[src/rtl/marker_pkg.sv]
// rtl/marker_pkg.sv - shared widths, state encoding and beat record for the marker frame sequencer
//
// Contents:
//   calc_xw / calc_yw : pixel-counter widths from screen dimensions
//   acq_state_e       : acquisition FSM states
//   target_beat_t     : one streamed target, fields sized for the largest supported geometry
package marker_pkg;

    function automatic int calc_xw(input int screen_width);
        return $clog2(screen_width);
    endfunction

    function automatic int calc_yw(input int screen_height);
        return $clog2(screen_height) + 1;
    endfunction

    typedef enum logic [1:0] {
        ST_IDLE     = 2'd0,
        ST_ACQUIRE  = 2'd1,
        ST_SETTLE   = 2'd2,
        ST_SNAPSHOT = 2'd3
    } acq_state_e;

    localparam int BEAT_INDEX_W = 8;
    localparam int BEAT_FIELD_W = 16;

    typedef struct packed {
        logic [BEAT_INDEX_W-1:0] index;
        logic                    hit;
        logic [BEAT_FIELD_W-1:0] x;
        logic [BEAT_FIELD_W-1:0] y;
        logic [BEAT_FIELD_W-1:0] diameter;
    } target_beat_t;

endpackage

[src/rtl/target_stream_tx.sv]
// rtl/target_stream_tx.sv - shadow buffer and valid/ready beat streamer for per-target results
//
// Ports:
//   clk_in, rst_n_in          clock, asynchronous active-low reset
//   capture_in, frame_id_in   snapshot request and the frame number to attach
//   xcount_in .. valid_in     flattened per-target datapath results
//   busy_out                  a frame is being streamed; captures are refused
//   tgt_*_out, tgt_ready_in   beat stream, one target per beat
//   frame_id_out              frame number of the buffered snapshot
module target_stream_tx
    import marker_pkg::*;
#(
    parameter  int NUM_TARGETS = 4,
    parameter  int XW          = 11,
    parameter  int YW          = 11,
    localparam int IW          = $clog2(NUM_TARGETS)
) (
    input  logic                     clk_in,
    input  logic                     rst_n_in,
    input  logic                     capture_in,
    input  logic [7:0]               frame_id_in,
    input  logic [NUM_TARGETS*XW-1:0] xcount_in,
    input  logic [NUM_TARGETS*YW-1:0] ycount_in,
    input  logic [NUM_TARGETS*YW-1:0] diameter_in,
    input  logic [NUM_TARGETS-1:0]   valid_in,
    output logic                     busy_out,
    output logic                     tgt_valid_out,
    input  logic                     tgt_ready_in,
    output logic [IW-1:0]            tgt_index_out,
    output logic                     tgt_hit_out,
    output logic [XW-1:0]            tgt_x_out,
    output logic [YW-1:0]            tgt_y_out,
    output logic [YW-1:0]            tgt_diameter_out,
    output logic                     tgt_last_out,
    output logic [7:0]               frame_id_out
);

    logic                      active_q;
    logic [IW-1:0]             idx_q;
    logic [NUM_TARGETS*XW-1:0] x_buf_q;
    logic [NUM_TARGETS*YW-1:0] y_buf_q;
    logic [NUM_TARGETS*YW-1:0] d_buf_q;
    logic [NUM_TARGETS-1:0]    hit_buf_q;
    logic [7:0]                frame_id_q;

    logic         load;
    logic         accept;
    target_beat_t beat;

    // A capture arriving while any beat is still pending (including the
    // final beat being accepted this cycle) is refused.
    assign load   = capture_in & ~active_q;
    assign accept = active_q & tgt_ready_in;

    always_ff @(posedge clk_in or negedge rst_n_in) begin
        if (!rst_n_in) begin
            active_q   <= 1'b0;
            idx_q      <= '0;
            x_buf_q    <= '0;
            y_buf_q    <= '0;
            d_buf_q    <= '0;
            hit_buf_q  <= '0;
            frame_id_q <= '0;
        end else if (load) begin
            active_q   <= 1'b1;
            idx_q      <= '0;
            x_buf_q    <= xcount_in;
            y_buf_q    <= ycount_in;
            d_buf_q    <= diameter_in;
            hit_buf_q  <= valid_in;
            frame_id_q <= frame_id_in;
        end else if (accept) begin
            // Index wraps to 0 after the last beat since NUM_TARGETS is a power of two.
            idx_q <= idx_q + 1'b1;
            if (idx_q == IW'(NUM_TARGETS - 1)) begin
                active_q <= 1'b0;
            end
        end
    end

    always_comb begin
        beat          = '0;
        beat.index    = BEAT_INDEX_W'(idx_q);
        beat.hit      = hit_buf_q[idx_q];
        beat.x        = BEAT_FIELD_W'(x_buf_q[int'(idx_q)*XW +: XW]);
        beat.y        = BEAT_FIELD_W'(y_buf_q[int'(idx_q)*YW +: YW]);
        beat.diameter = BEAT_FIELD_W'(d_buf_q[int'(idx_q)*YW +: YW]);
    end

    assign busy_out         = active_q;
    assign tgt_valid_out    = active_q;
    assign tgt_index_out    = IW'(beat.index);
    assign tgt_hit_out      = beat.hit;
    assign tgt_x_out        = XW'(beat.x);
    assign tgt_y_out        = YW'(beat.y);
    assign tgt_diameter_out = YW'(beat.diameter);
    assign tgt_last_out     = active_q & (idx_q == IW'(NUM_TARGETS - 1));
    assign frame_id_out     = frame_id_q;

endmodule

[src/rtl/marker_frame_sequencer.sv]
// rtl/marker_frame_sequencer.sv - frame boundary decode, datapath reset, settle and snapshot control
//
// Ports:
//   clk_in, rst_n_in              pixel clock, asynchronous active-low reset
//   hcount_in, vcount_in          pixel counters
//   frame_start_out               one-cycle datapath reset pulse after each frame start
//   xcount_in .. valid_in         per-target datapath results
//   tgt_*                         per-target beat stream (valid/ready)
//   frame_id_out                  frame number of the streamed snapshot
//   overrun_out                   sticky: a snapshot was dropped
module marker_frame_sequencer
    import marker_pkg::*;
#(
    parameter  int NUM_TARGETS   = 4,
    parameter  int SCREEN_WIDTH  = 1280,
    parameter  int SCREEN_HEIGHT = 720,
    parameter  int SETTLE_CYCLES = 4,
    localparam int XW            = calc_xw(SCREEN_WIDTH),
    localparam int YW            = calc_yw(SCREEN_HEIGHT),
    localparam int IW            = $clog2(NUM_TARGETS)
) (
    input  logic                      clk_in,
    input  logic                      rst_n_in,
    input  logic [XW-1:0]             hcount_in,
    input  logic [YW-1:0]             vcount_in,
    output logic                      frame_start_out,
    input  logic [NUM_TARGETS*XW-1:0] xcount_in,
    input  logic [NUM_TARGETS*YW-1:0] ycount_in,
    input  logic [NUM_TARGETS*YW-1:0] diameter_in,
    input  logic [NUM_TARGETS-1:0]    valid_in,
    output logic                      tgt_valid_out,
    input  logic                      tgt_ready_in,
    output logic [IW-1:0]             tgt_index_out,
    output logic                      tgt_hit_out,
    output logic [XW-1:0]             tgt_x_out,
    output logic [YW-1:0]             tgt_y_out,
    output logic [YW-1:0]             tgt_diameter_out,
    output logic                      tgt_last_out,
    output logic [7:0]                frame_id_out,
    output logic                      overrun_out
);

    acq_state_e    state_q, state_d;
    logic [7:0]    settle_q, settle_d;
    logic [7:0]    frame_cnt_q;
    logic          overrun_q;
    logic          frame_start_q;
    logic [XW-1:0] hcount_prev_q;
    logic [YW-1:0] vcount_prev_q;

    logic at_origin, was_origin, at_end, was_end;
    logic start_ev, end_ev;
    logic capture;
    logic stream_busy;

    // Boundary events fire only on the cycle the counters arrive at the
    // position, so counters parked there produce a single event.
    assign at_origin  = (hcount_in == '0) && (vcount_in == '0);
    assign was_origin = (hcount_prev_q == '0) && (vcount_prev_q == '0);
    assign at_end     = (hcount_in == XW'(SCREEN_WIDTH - 1)) && (vcount_in == YW'(SCREEN_HEIGHT - 1));
    assign was_end    = (hcount_prev_q == XW'(SCREEN_WIDTH - 1)) && (vcount_prev_q == YW'(SCREEN_HEIGHT - 1));
    assign start_ev   = at_origin & ~was_origin;
    assign end_ev     = at_end & ~was_end;

    always_ff @(posedge clk_in or negedge rst_n_in) begin
        if (!rst_n_in) begin
            state_q       <= ST_IDLE;
            settle_q      <= '0;
            hcount_prev_q <= '0;
            vcount_prev_q <= '0;
            frame_start_q <= 1'b0;
        end else begin
            state_q       <= state_d;
            settle_q      <= settle_d;
            hcount_prev_q <= hcount_in;
            vcount_prev_q <= vcount_in;
            frame_start_q <= start_ev;
        end
    end

    // SNAPSHOT is reached SETTLE_CYCLES after the end event: the counter
    // holds SETTLE_CYCLES on the first SETTLE cycle and SNAPSHOT follows the
    // cycle it reads 2. A new frame start cuts the wait short so capture
    // happens before the datapath reset pulse lands.
    always_comb begin
        state_d  = state_q;
        settle_d = settle_q;
        case (state_q)
            ST_IDLE: begin
                if (start_ev) state_d = ST_ACQUIRE;
            end
            ST_ACQUIRE: begin
                if (!start_ev && end_ev) begin
                    settle_d = 8'(SETTLE_CYCLES);
                    state_d  = (SETTLE_CYCLES == 1) ? ST_SNAPSHOT : ST_SETTLE;
                end
            end
            ST_SETTLE: begin
                settle_d = settle_q - 8'd1;
                if (start_ev || settle_q <= 8'd2) state_d = ST_SNAPSHOT;
            end
            ST_SNAPSHOT: begin
                state_d = ST_ACQUIRE;
            end
            default: begin
                state_d = ST_IDLE;
            end
        endcase
    end

    always_comb begin
        capture = (state_q == ST_SNAPSHOT);
    end

    always_ff @(posedge clk_in or negedge rst_n_in) begin
        if (!rst_n_in) begin
            frame_cnt_q <= '0;
            overrun_q   <= 1'b0;
        end else if (capture) begin
            frame_cnt_q <= frame_cnt_q + 8'd1;
            if (stream_busy) overrun_q <= 1'b1;
        end
    end

    target_stream_tx #(
        .NUM_TARGETS (NUM_TARGETS),
        .XW          (XW),
        .YW          (YW)
    ) u_stream (
        .clk_in           (clk_in),
        .rst_n_in         (rst_n_in),
        .capture_in       (capture),
        .frame_id_in      (frame_cnt_q + 8'd1),
        .xcount_in        (xcount_in),
        .ycount_in        (ycount_in),
        .diameter_in      (diameter_in),
        .valid_in         (valid_in),
        .busy_out         (stream_busy),
        .tgt_valid_out    (tgt_valid_out),
        .tgt_ready_in     (tgt_ready_in),
        .tgt_index_out    (tgt_index_out),
        .tgt_hit_out      (tgt_hit_out),
        .tgt_x_out        (tgt_x_out),
        .tgt_y_out        (tgt_y_out),
        .tgt_diameter_out (tgt_diameter_out),
        .tgt_last_out     (tgt_last_out),
        .frame_id_out     (frame_id_out)
    );

    assign frame_start_out = frame_start_q;
    assign overrun_out     = overrun_q;

endmodule

[config.mk]
export PLATFORM = sky130hd
export DESIGN_NAME = marker_frame_sequencer
export DESIGN_NICKNAME = d
export VERILOG_FILES = /design/src/rtl/marker_pkg.sv /design/src/rtl/target_stream_tx.sv /design/src/rtl/marker_frame_sequencer.sv
export SDC_FILE = /design/constraint.sdc
export NUM_CORES = 1
export LEC_CHECK = 0
export BUFFER_PORTS_ARGS = -buffer_cell sky130_fd_sc_hd__buf_2
export CORE_MARGIN = 3
export CORE_UTILIZATION = 34
export DETAILED_ROUTE_END_ITERATION = 10
export MAX_ROUTING_LAYER = met4
export SYNTH_ARGS = -nofsm -noshare
export SYNTH_HDL_FRONTEND = slang
export SYNTH_SLANG_ARGS = --single-unit
[constraint.sdc]
create_clock -name clk_in -period 2.6 [get_ports clk_in]
set_clock_uncertainty 0.15 [all_clocks]
set_input_delay 0.78 -clock clk_in [delete_from_list [all_inputs] [get_ports clk_in]]
set_output_delay 0.78 -clock clk_in [all_outputs]
set_load 0.03 [all_outputs]
==> impl_metrics.yaml, run 1 <==
outcome:
  status: "complete, but fails checks"
  violations: "negative setup slack"
worst_setup_path:
  crit_required_ps: 1670
  critPathCaptureType: "output port"
  reg2reg_from: "vcount_prev_q[5]$_DFF_PN0_"
  startpoint_type: "register"
  cp_max_fo: 5
  r2r_slack_ps: 420
  reg2reg_depth: 7
  critPathArrivalTime_ps: 1830
  crit_end: "tgt_x_out[2]"
  r2r_end: "settle_q[7]$_DFFE_PN0P_"
  crit_type: "register to output port"
  critPathLaunch: "u_stream.tgt_index_out[0]$_DFFE_PN0P_"
sta:
  hold_violations: 0
  setup_viol: 33
  finalMaxSlewViolations: 0
  slew_headroom: 0.7049
  rsz0062_at_grt: "yes"
  hold_ws_ps: 155.6
  setup_ws_ps: -163.1
  fin_crit_sh: 1.063
  min_period_ps: 2763
  worst_slew_pin_slew_ps: 442.7
  fmax_mhz: 361.9
drt:
  drtPass1Iterations: 5
  vias: 6479
  drt-total-wl_mm: 21.17
  avgRoutedWirePerCell_um: 15.21
  drc_errors: 0
  dr.first_iter.drc_count: 433
  postRouteAntennaNets: 0
  post_drt_via_cell_ratio: 4.654
pwr:
  seqPwrFrac: 0.343
  max-vdd-ir-drop_mv: 0.5258
  swShare: 0.3915
  power_frac_comb: 0.465
  p_int_mw: 8.565
  switching_power_mw: 5.511
  static-leakage-power_nw: 5.459
  p_per_area_nw_per_um2: 1297
  clkPwrFrac: 0.192
clock_network:
  cts.hold.buffers_added: 0
  htree_levels: 4
  root_buffer: "clkbuf_16"
  clk_pin_slew_worst_paths_ps: 80
  clock-sinks: 189
  clk_latency_ps: 430
  cts_tree: "yes"
  cts_buffers: 17
  clock_path_buffers: 2
floorplan:
  io_pins: 209
  dieArea_um2: 26130
  die_h_um: 161.6
  dieWidth_um: 161.6
  core_um2: 23610
  num_rows: 56
  start_util: 0.3488
final_layout:
  post-route-util: 0.4595
  n_fill_cell: 2286
  layout-drive-gt1-share: 0.3037
  regArea_um2: 4732
  multiInputGateArea_um2: 3333
  areaGrowthSynthToFinish_pct: 31.75
  fin_area_um2: 10850
  nNetsFinal: 1226
  layoutNonFillerInstCount: 1392
logic_synthesis:
  avgSynthCellArea_um2: 9.827
  syn_inst: 838
  synth-async-reset-ratio: 1.000
  ys_top_cells_by_count: "nand2_1 (431), dfrtp_1 (189), clkbuf_1 (38)"
  ys_warn_count: 0
  synth_enable_flop_cells: 0
  ys.flop_type: "dfrtp_1"
  yosysTopAreaCell: "dfrtp_1"
  ys_seq_elements: 189
  syn_nets: 1007
  synth.distinct_cells: 38
  synth_area_leaders: "dfrtp_1 (57%), nand2_1 (20%), mux4_2 (9.3%)"
  synth_top_area_frac: 0.5743
  seq_area_frac_synth: 0.5743
  syn_area_um2: 8235
  yosysMostFrequentCell: "nand2_1"
global_route:
  antenna_found_initial: 3
  grt_pass1_vias: 6599
  grt_use_total: 0.1692
  grt_start_max_net_pins: 73
  grt_overflow_total: 0
  grt_pass1_wl_mm: 34.30
placement:
  placed_cells: 1348
  portBuffers: 208
  dp_hpwl_mm: 14.12
  dpl_cell_area_um2: 9856
  gp_congestion: 0.7810
run:
  maxCapViolations: 0
hold_path:
  hp-class: "primary input to asynchronous set/reset pin"
## power groups by stage
stage / Sequential (mW) / Combinational, mW / Clock (mW)
floorplan: 4.77 / 4.02 / 0
finish: 4.83 / 6.55 / 2.70
detailed placement: 4.90 / 5.60 / 0
global route: 5.00 / 7.17 / 2.91
CTS: 4.85 / 6.43 / 2.79
global placement: 4.86 / 5.54 / 0
## cell type report
type	instances	area share
inverters	7	0.002422
multi-input cells	596	0.3072
flip-flops and latches	189	0.4361
clock buffers	17	0.03921
diodes	3	0.0006919
repair buffers	246	0.1599
clock inverters	15	0.01764
well taps	319	0.03679
## flip-flops by register name (all words and copies together) (netlist names)
register                flops
frame_cnt_q                 8
u_stream.tgt_index_out      2
u_stream.y_buf_q           44
u_stream.hit_buf_q          4
u_stream.x_buf_q           44
vcount_prev_q              11
frame_start_out             1
u_stream.d_buf_q           44
settle_q                    8
overrun_out                 1
u_stream.busy_out           1
u_stream.frame_id_out       8
hcount_prev_q              11
state_q                     2
## cell families (layout without fill, tap and decap cells)
| family | count (synthesis) | count (layout) | share of synthesized area |
|---|---|---|---|
| AND/OR/NAND/NOR | 496 | 496 | 0.2431 |
| flip-flops | 189 | 189 | 0.5743 |
| buffers and inverters | 53 | 285 | 0.02461 |
| AO/OA/AOI/OAI | 41 | 41 | 0.03403 |
| multiplexers | 37 | 37 | 0.09693 |
| XOR/XNOR | 14 | 14 | 0.01489 |
| adder cells (fa/ha/maj) | 8 | 8 | 0.01215 |
| other | 0 | 3 | 0 |
## critical path, stage by stage (launching register included)
cell,delay (ps)
dfrtp_2,400
buf_8,150
clkbuf_16,170
mux4_2,520
buf_6,160
## per-stage QoR
stage	TNS (ps)	total power, mW	setup WS (ps)
global placement	-61.99	10.40	-16.27
CTS	-5965	14.07	-219.0
detailed placement	-163.4	10.51	-45.62
floorplan	0	8.798	16.63
finish	-4048	14.08	-163.1
global route	-6262	15.08	-214.2
## cells in the final DEF (no fill, tap or decap), drive strengths merged, types with 2 or more instances in the layout
cell    instances
o21ai          14
nand4          11
nor4            8
and2            2
nor2           14
nand3           6
o211ai          2
inv            15
a21oi          11
dfrtp         189
nor3            8
or3             2
nand2         431
a21o            4
or4             4
ha              8
and3            4
clkinv          5
a32o            2
xnor2          11
clkbuf         21
buf           242
o22ai           2
mux4           34
a221o           3
nor2b           3
mux2            2
xor2            3
diode           3
## routing by layer
| metal | GRT usage | up-vias | share of wire |
|---|---|---|---|
| met5 | - | - | 0 |
| met4 | 0.04924 | 0 | 0.016 |
| met3 | 0.03616 | 20 | 0.053 |
| met2 | 0.2606 | 168 | 0.47 |
| met1 | 0.2280 | 3112 | 0.46 |
| li1 | - | 3179 | - |
## timing repair
| action | CTS | global route |
|---|---|---|
| gates resized for setup | 67 | 11 |
| buffers inserted | 3 | 3 |
| cloned | 1 | 3 |
| setup endpoints to repair | 35 | 35 |
| endpoints found under the hold margin | 0 | 0 |
## worst min-delay path by stage
stage | slack, ps | end | cells after the start | from
after floorplan | 290 | u_stream.d_buf_q[22]$_DFFE_PN0P_ | 2 | u_stream.d_buf_q[22]$_DFFE_PN0P_
after global placement | 280 | overrun_out$_DFFE_PN0P_ | 1 | overrun_out$_DFFE_PN0P_
after detailed placement | 290 | overrun_out$_DFFE_PN0P_ | 1 | overrun_out$_DFFE_PN0P_
after CTS | 150 | u_stream.d_buf_q[42]$_DFFE_PN0P_ | 1 | rst_n_in
after global routing | 160 | u_stream.d_buf_q[42]$_DFFE_PN0P_ | 1 | rst_n_in
final | 160 | u_stream.d_buf_q[42]$_DFFE_PN0P_ | 1 | rst_n_in
Power figures use the tool's default switching activity.
==> inputs of run 2 (changes only) <==
--- a/config.mk
+++ b/config.mk
@@ -10,6 +10,7 @@
 export CORE_UTILIZATION = 34
 export DETAILED_ROUTE_END_ITERATION = 10
 export MAX_ROUTING_LAYER = met4
+export SETUP_SLACK_MARGIN = 0.3
 export SYNTH_ARGS = -nofsm -noshare
 export SYNTH_HDL_FRONTEND = slang
 export SYNTH_SLANG_ARGS = --single-unit
==> constraint.sdc (replaced) <==
create_clock -name clk_in -period 2.6 [get_ports clk_in]
set_clock_uncertainty 0.15 [all_clocks]
set_input_delay 0.78 -clock clk_in [delete_from_list [all_inputs] [get_ports clk_in]]
set_output_delay 0.78 -clock clk_in [all_outputs]
set_load 0.1 [all_outputs]
==> impl_metrics.yaml, run 2 (synthesis results as in run 1) <==
outcome:
  status: "complete, but fails checks"
  violations: "negative setup slack"
drt:
  avgRoutedWirePerCell_um: 15.18
  drt-total-wl_mm: 21.37
  vias: 6636
  drc_errors: 0
  drtPass1Iterations: 4
  postRouteAntennaNets: 0
  dr.first_iter.drc_count: 355
  post_drt_via_cell_ratio: 4.716
worst_setup_path:
  path_delay_family: "multiplexers"
  critPathLaunch: "u_stream.tgt_index_out[0]$_DFFE_PN0P_"
  reg2reg_from: "vcount_prev_q[5]$_DFF_PN0_"
  crit_path_top_delay_cell: "mux4_2"
  critPathArrivalTime_ps: 1910
  cp_max_fo: 8
  path_cells: "buf_12 -> buf_12 -> mux4_2 -> buf_12"
  crit_type: "register to output port"
  critPathCaptureType: "output port"
  slowest_delay_ps: 540
  startpoint_type: "register"
  cp.buffers_inverters: 3
  cpMostUsedCell: "buf_12"
  crit_required_ps: 1670
placement:
  placed_cells: 1355
  dp_hpwl_mm: 14.84
  portBuffers: 208
  gp_congestion: 0.7874
floorplan:
  io_pins: 209
  dieWidth_um: 161.6
  num_rows: 56
  dieArea_um2: 26130
  die_h_um: 161.6
  core_um2: 23610
  start_util: 0.3488
clock_network:
  clk_latency_ps: 430
  clock-sinks: 189
  clock_path_buffers: 2
  cts_buffers: 17
  cts_tree: "yes"
  clk_pin_slew_worst_paths_ps: 80
  htree_levels: 4
  root_buffer: "clkbuf_16"
final_layout:
  layout-drive-gt1-share: 0.3168
  final_common_cell: "nand2_1"
  nNetsFinal: 1243
  reg_top3: "u_stream.d_buf_q (44), u_stream.x_buf_q (44), u_stream.y_buf_q (44)"
  post-route-util: 0.4794
  final_cell_mix: "nand2_1 (431), dfrtp_1 (186), buf_2 (169), buf_12 (49), buf_4 (35)"
  layoutNonFillerInstCount: 1407
  areaGrowthSynthToFinish_pct: 37.47
sta:
  hold_violations: 0
  fin_crit_sh: 1.091
  fmax_mhz: 352.7
  finalMaxSlewViolations: 0
  rsz0062_at_grt: "yes"
  hold_ws_ps: 180.7
  slew_headroom: 0.6475
  min_period_ps: 2836
  setup_ws_ps: -235.6
  worst_slew_pin_slew_ps: 528.8
  setup_tns_ps: -7134
  setup_viol: 35
run:
  maxCapViolations: 0
global_route:
  grt_pass1_vias: 6847
  grt_overflow_total: 0
  grt_start_max_net_pins: 60
  grt_use_total: 0.1737
  grt_pass1_wl_mm: 35.04
  antenna_found_initial: 2
hold_path:
  hp-class: "primary input to asynchronous set/reset pin"
[run 2: metrics by stage]
step | worst slack (ps) | instance area (um2)
final | -235.6 | 11320
after global routing | -313.0 | 11320
after CTS | -270.1 | 11270
after detailed placement | -22.22 | 10490
after global placement | -9.018 | 10490
after floorplan | -99.37 | 8348
[run 2: cell type report]
cell class | count | area [um2]
Antenna cell | 2 | 5.005
Clock buffer | 18 | 429.2
Clock inverter | 13 | 122.6
Fill cell | 2223 | 12290
Inverter | 7 | 26.28
Multi-Input combinational cell | 596 | 3359
Sequential cell | 189 | 4738
Tap cell | 319 | 399.1
Timing Repair Buffer | 263 | 2241
[run 2: worst paths after layout]
| path | cells past startpoint | slack, ps | end |
|---|---|---|---|
| setup / recovery | 4 | -240 | tgt_x_out[7] |
| hold / removal | 1 | 180 | u_stream.x_buf_q[6]$_DFFE_PN0P_ |
| setup reg to reg | 6 | 400 | settle_q[6]$_DFFE_PN0P_ |
| hold reg to reg | 1 | 310 | overrun_out$_DFFE_PN0P_ |
| max in group asynchronous | 2 | 1520 | u_stream.d_buf_q[38]$_DFFE_PN0P_ |
| min in group clk_in | 1 | 310 | overrun_out$_DFFE_PN0P_ |
[run 2: timing repair]
item	CTS	global route
gates cloned	2	0
pin swaps	0	3
buffers inserted	13	4
hold buffers	0	0
endpoints found under the setup margin	38	38
resized for setup	13	4
[run 2: routing by layer]
metal	up-vias	routed length, um	track usage
met1	3234	9701	0.2253
met3	17	1348	0.04899
met5	-	0	-
met4	0	219	0.04149
li1	3214	-	-
met2	171	10090	0.2730
Power of run 2 is not shown: default switching activity piles up to over one toggle a cycle in this logic, so the estimate is an artifact.
==> inputs of run 3 (changes only) <==
--- a/config.mk
+++ b/config.mk
@@ -13,4 +13,5 @@
 export SETUP_SLACK_MARGIN = 0.3
 export SYNTH_ARGS = -nofsm -noshare
 export SYNTH_HDL_FRONTEND = slang
+export SYNTH_HIERARCHICAL = 1
 export SYNTH_SLANG_ARGS = --single-unit
==> impl_metrics.yaml, run 3 <==
final_layout:
  layout-drive-gt1-share: 0.5985
  nNetsFinal: 938
  final_common_cell: "dfrtp_1"
  final_cell_mix: "dfrtp_1 (186), buf_2 (169), mux2_2 (86), mux2_4 (61), mux4_2 (34)"
  layoutNonFillerInstCount: 1109
  areaGrowthSynthToFinish_pct: 30.31
  reg_top3: "u_stream/d_buf_q (44), u_stream/x_buf_q (44), u_stream/y_buf_q (44)"
sta:
  worst_slew_pin_slew_ps: 520.9
  min_period_ps: 2812
  fmax_mhz: 355.6
  rsz0062_at_grt: "yes"
  slew_headroom: 0.6527
  hold_violations: 0
  setup_viol: 35
  finalMaxSlewViolations: 0
  fin_crit_sh: 1.082
  setup_ws_ps: -212.3
floorplan:
  die_h_um: 163.9
  core_um2: 24390
  num_rows: 57
  dieArea_um2: 26860
  start_util: 0.3474
  dieWidth_um: 163.9
  io_pins: 209
logic_synthesis:
  yosysMostFrequentCell: "dfrtp_1"
  synth_area_leaders: "dfrtp_1 (56%), mux2_2 (11%), mux2_4 (11%)"
  synth_enable_flop_cells: 0
  ys_warn_count: 6
  syn_area_um2: 8474
  seq_area_frac_synth: 0.5581
  ys.flop_type: "dfrtp_1"
  synth_top_area_frac: 0.5581
  ys_top_cells_by_count: "dfrtp_1 (189), mux2_2 (86), mux2_4 (60)"
  avgSynthCellArea_um2: 15.72
  yosysTopAreaCell: "dfrtp_1"
  synth-async-reset-ratio: 1.000
  syn_inst: 539
  syn_nets: 708
  synth.distinct_cells: 44
  ys_seq_elements: 189
worst_setup_path:
  startpoint_type: "register"
  crit_type: "register to output port"
  cp_max_fo: 6
  crit_required_ps: 1670
  critPathArrivalTime_ps: 1880
  critPathCaptureType: "output port"
hold_path:
  hp-class: "primary input to asynchronous set/reset pin"
global_route:
  grt_pass1_wl_mm: 29.70
  grt_use_total: 0.1453
  grt_pass1_vias: 5612
  grt_overflow_total: 0
  grt_start_max_net_pins: 74
  antenna_found_initial: 3
drt:
  postRouteAntennaNets: 0
  vias: 5277
  avgRoutedWirePerCell_um: 16.89
  dr.first_iter.drc_count: 195
  drt-total-wl_mm: 18.73
  post_drt_via_cell_ratio: 4.758
  drtPass1Iterations: 4
  drc_errors: 0
placement:
  portBuffers: 208
  placed_cells: 1067
  dp_hpwl_mm: 13.35
  gp_congestion: 0.7336
  pre_cts_slack_ps: -36.66
outcome:
  status: "complete, but fails checks"
  violations: "negative setup slack"
run:
  maxCapViolations: 0
clock_network:
  clk_pin_slew_worst_paths_ps: 70
  root_buffer: "clkbuf_16"
  cts_buffers: 17
  cts_tree: "yes"
  clk_latency_ps: 420
  htree_levels: 4
  clock-sinks: 189
  clock_path_buffers: 2
-- run 3: cell count changes in the layout (fill, tap and decap cells not counted), moves of 5 or more --
cell / before / now
buf_6: 6 / 31
nor3_1: 7 / 1
buf_12: 49 / 14
mux2_4: 1 / 61
mux2_2: 1 / 86
o21ai_0: 11 / 6
buf_4: 35 / 21
nand2_1: 431 / 10
-- run 3: layout make-up --
| cell class | instances | area, um2 |
|---|---|---|
| fillers | 2213 | 13350 |
| flip-flops and latches | 189 | 4738 |
| multi-input cells | 311 | 3571 |
| repair buffers | 240 | 1719 |
| clock buffers | 19 | 432.9 |
| well taps | 324 | 405.4 |
| clock inverters | 13 | 131.4 |
| inverters | 10 | 37.54 |
| diodes | 3 | 7.507 |
-- run 3: worst max-delay path, cell delays in order (launching register included) --
cell	delay, ps
dfrtp_4	510
buf_12	160
buf_12	130
mux4_2	460
buf_8	200
-- run 3: repair_timing --
item,4_1_cts,5_1_grt
setup buffers,5,1
gates cloned,1,0
gates resized for setup,79,10
pin swaps,2,0
endpoints found under the setup margin,40,39
hold buffers,0,0
-- run 3: cells by family (layout without fill, tap and decap cells) --
kind of cell               after synthesis  in the layout  synth area share
xor gates and xnor gates                14             14           0.01447
adders and majority gates                8              8           0.01181
other                                    0              3                 0
buffers and inverters                   39            282           0.02761
and+or+nand+nor                         78             78           0.05256
DFF                                    189            189            0.5581
muxes                                  183            183            0.3146
AOI/OAI and AO/OA                       28             28           0.02082
-- run 3: metrics by stage --
step | setup TNS [ps] | util | hold slack, ps | area (um2)
2_1_floorplan | -1729 | - | 315.8 | 8559
3_3_place_gp | -16.32 | 0.4138 | 304.3 | 10090
3_5_place_dp | -43.94 | 0.4138 | 314.6 | 10090
4_1_cts | -7488 | 0.4508 | 128.1 | 11000
5_1_grt | -8343 | 0.4528 | 138.2 | 11040
6_report | -6226 | 0.4528 | 142.9 | 11040
-- run 3: worst paths after layout --
path	startpoint	end	slack (ps)	cells past startpoint
max in group asynchronous	rst_n_in	u_stream/busy_out$_DFFE_PN0P_	1490	2
setup / recovery	u_stream/tgt_index_out[0]$_DFFE_PN0P_	tgt_y_out[3]	-210	4
hold reg to reg	overrun_out$_DFFE_PN0P_	overrun_out$_DFFE_PN0P_	310	1
hold / removal	rst_n_in	u_stream/x_buf_q[5]$_DFFE_PN0N_	140	1
min in group clk_in	overrun_out$_DFFE_PN0P_	overrun_out$_DFFE_PN0P_	310	1
setup reg to reg	settle_q[3]$_DFFE_PN0P_	state_q[1]$_DFFE_PN0P_	360	6
-- run 3: layer usage --
metal,track usage,part of all wire
met5,-,0
met4,0.03345,0.0067
met3,0.03783,0.060
met2,0.2257,0.47
met1,0.1929,0.46
Power of run 3 is left out for the same reason.
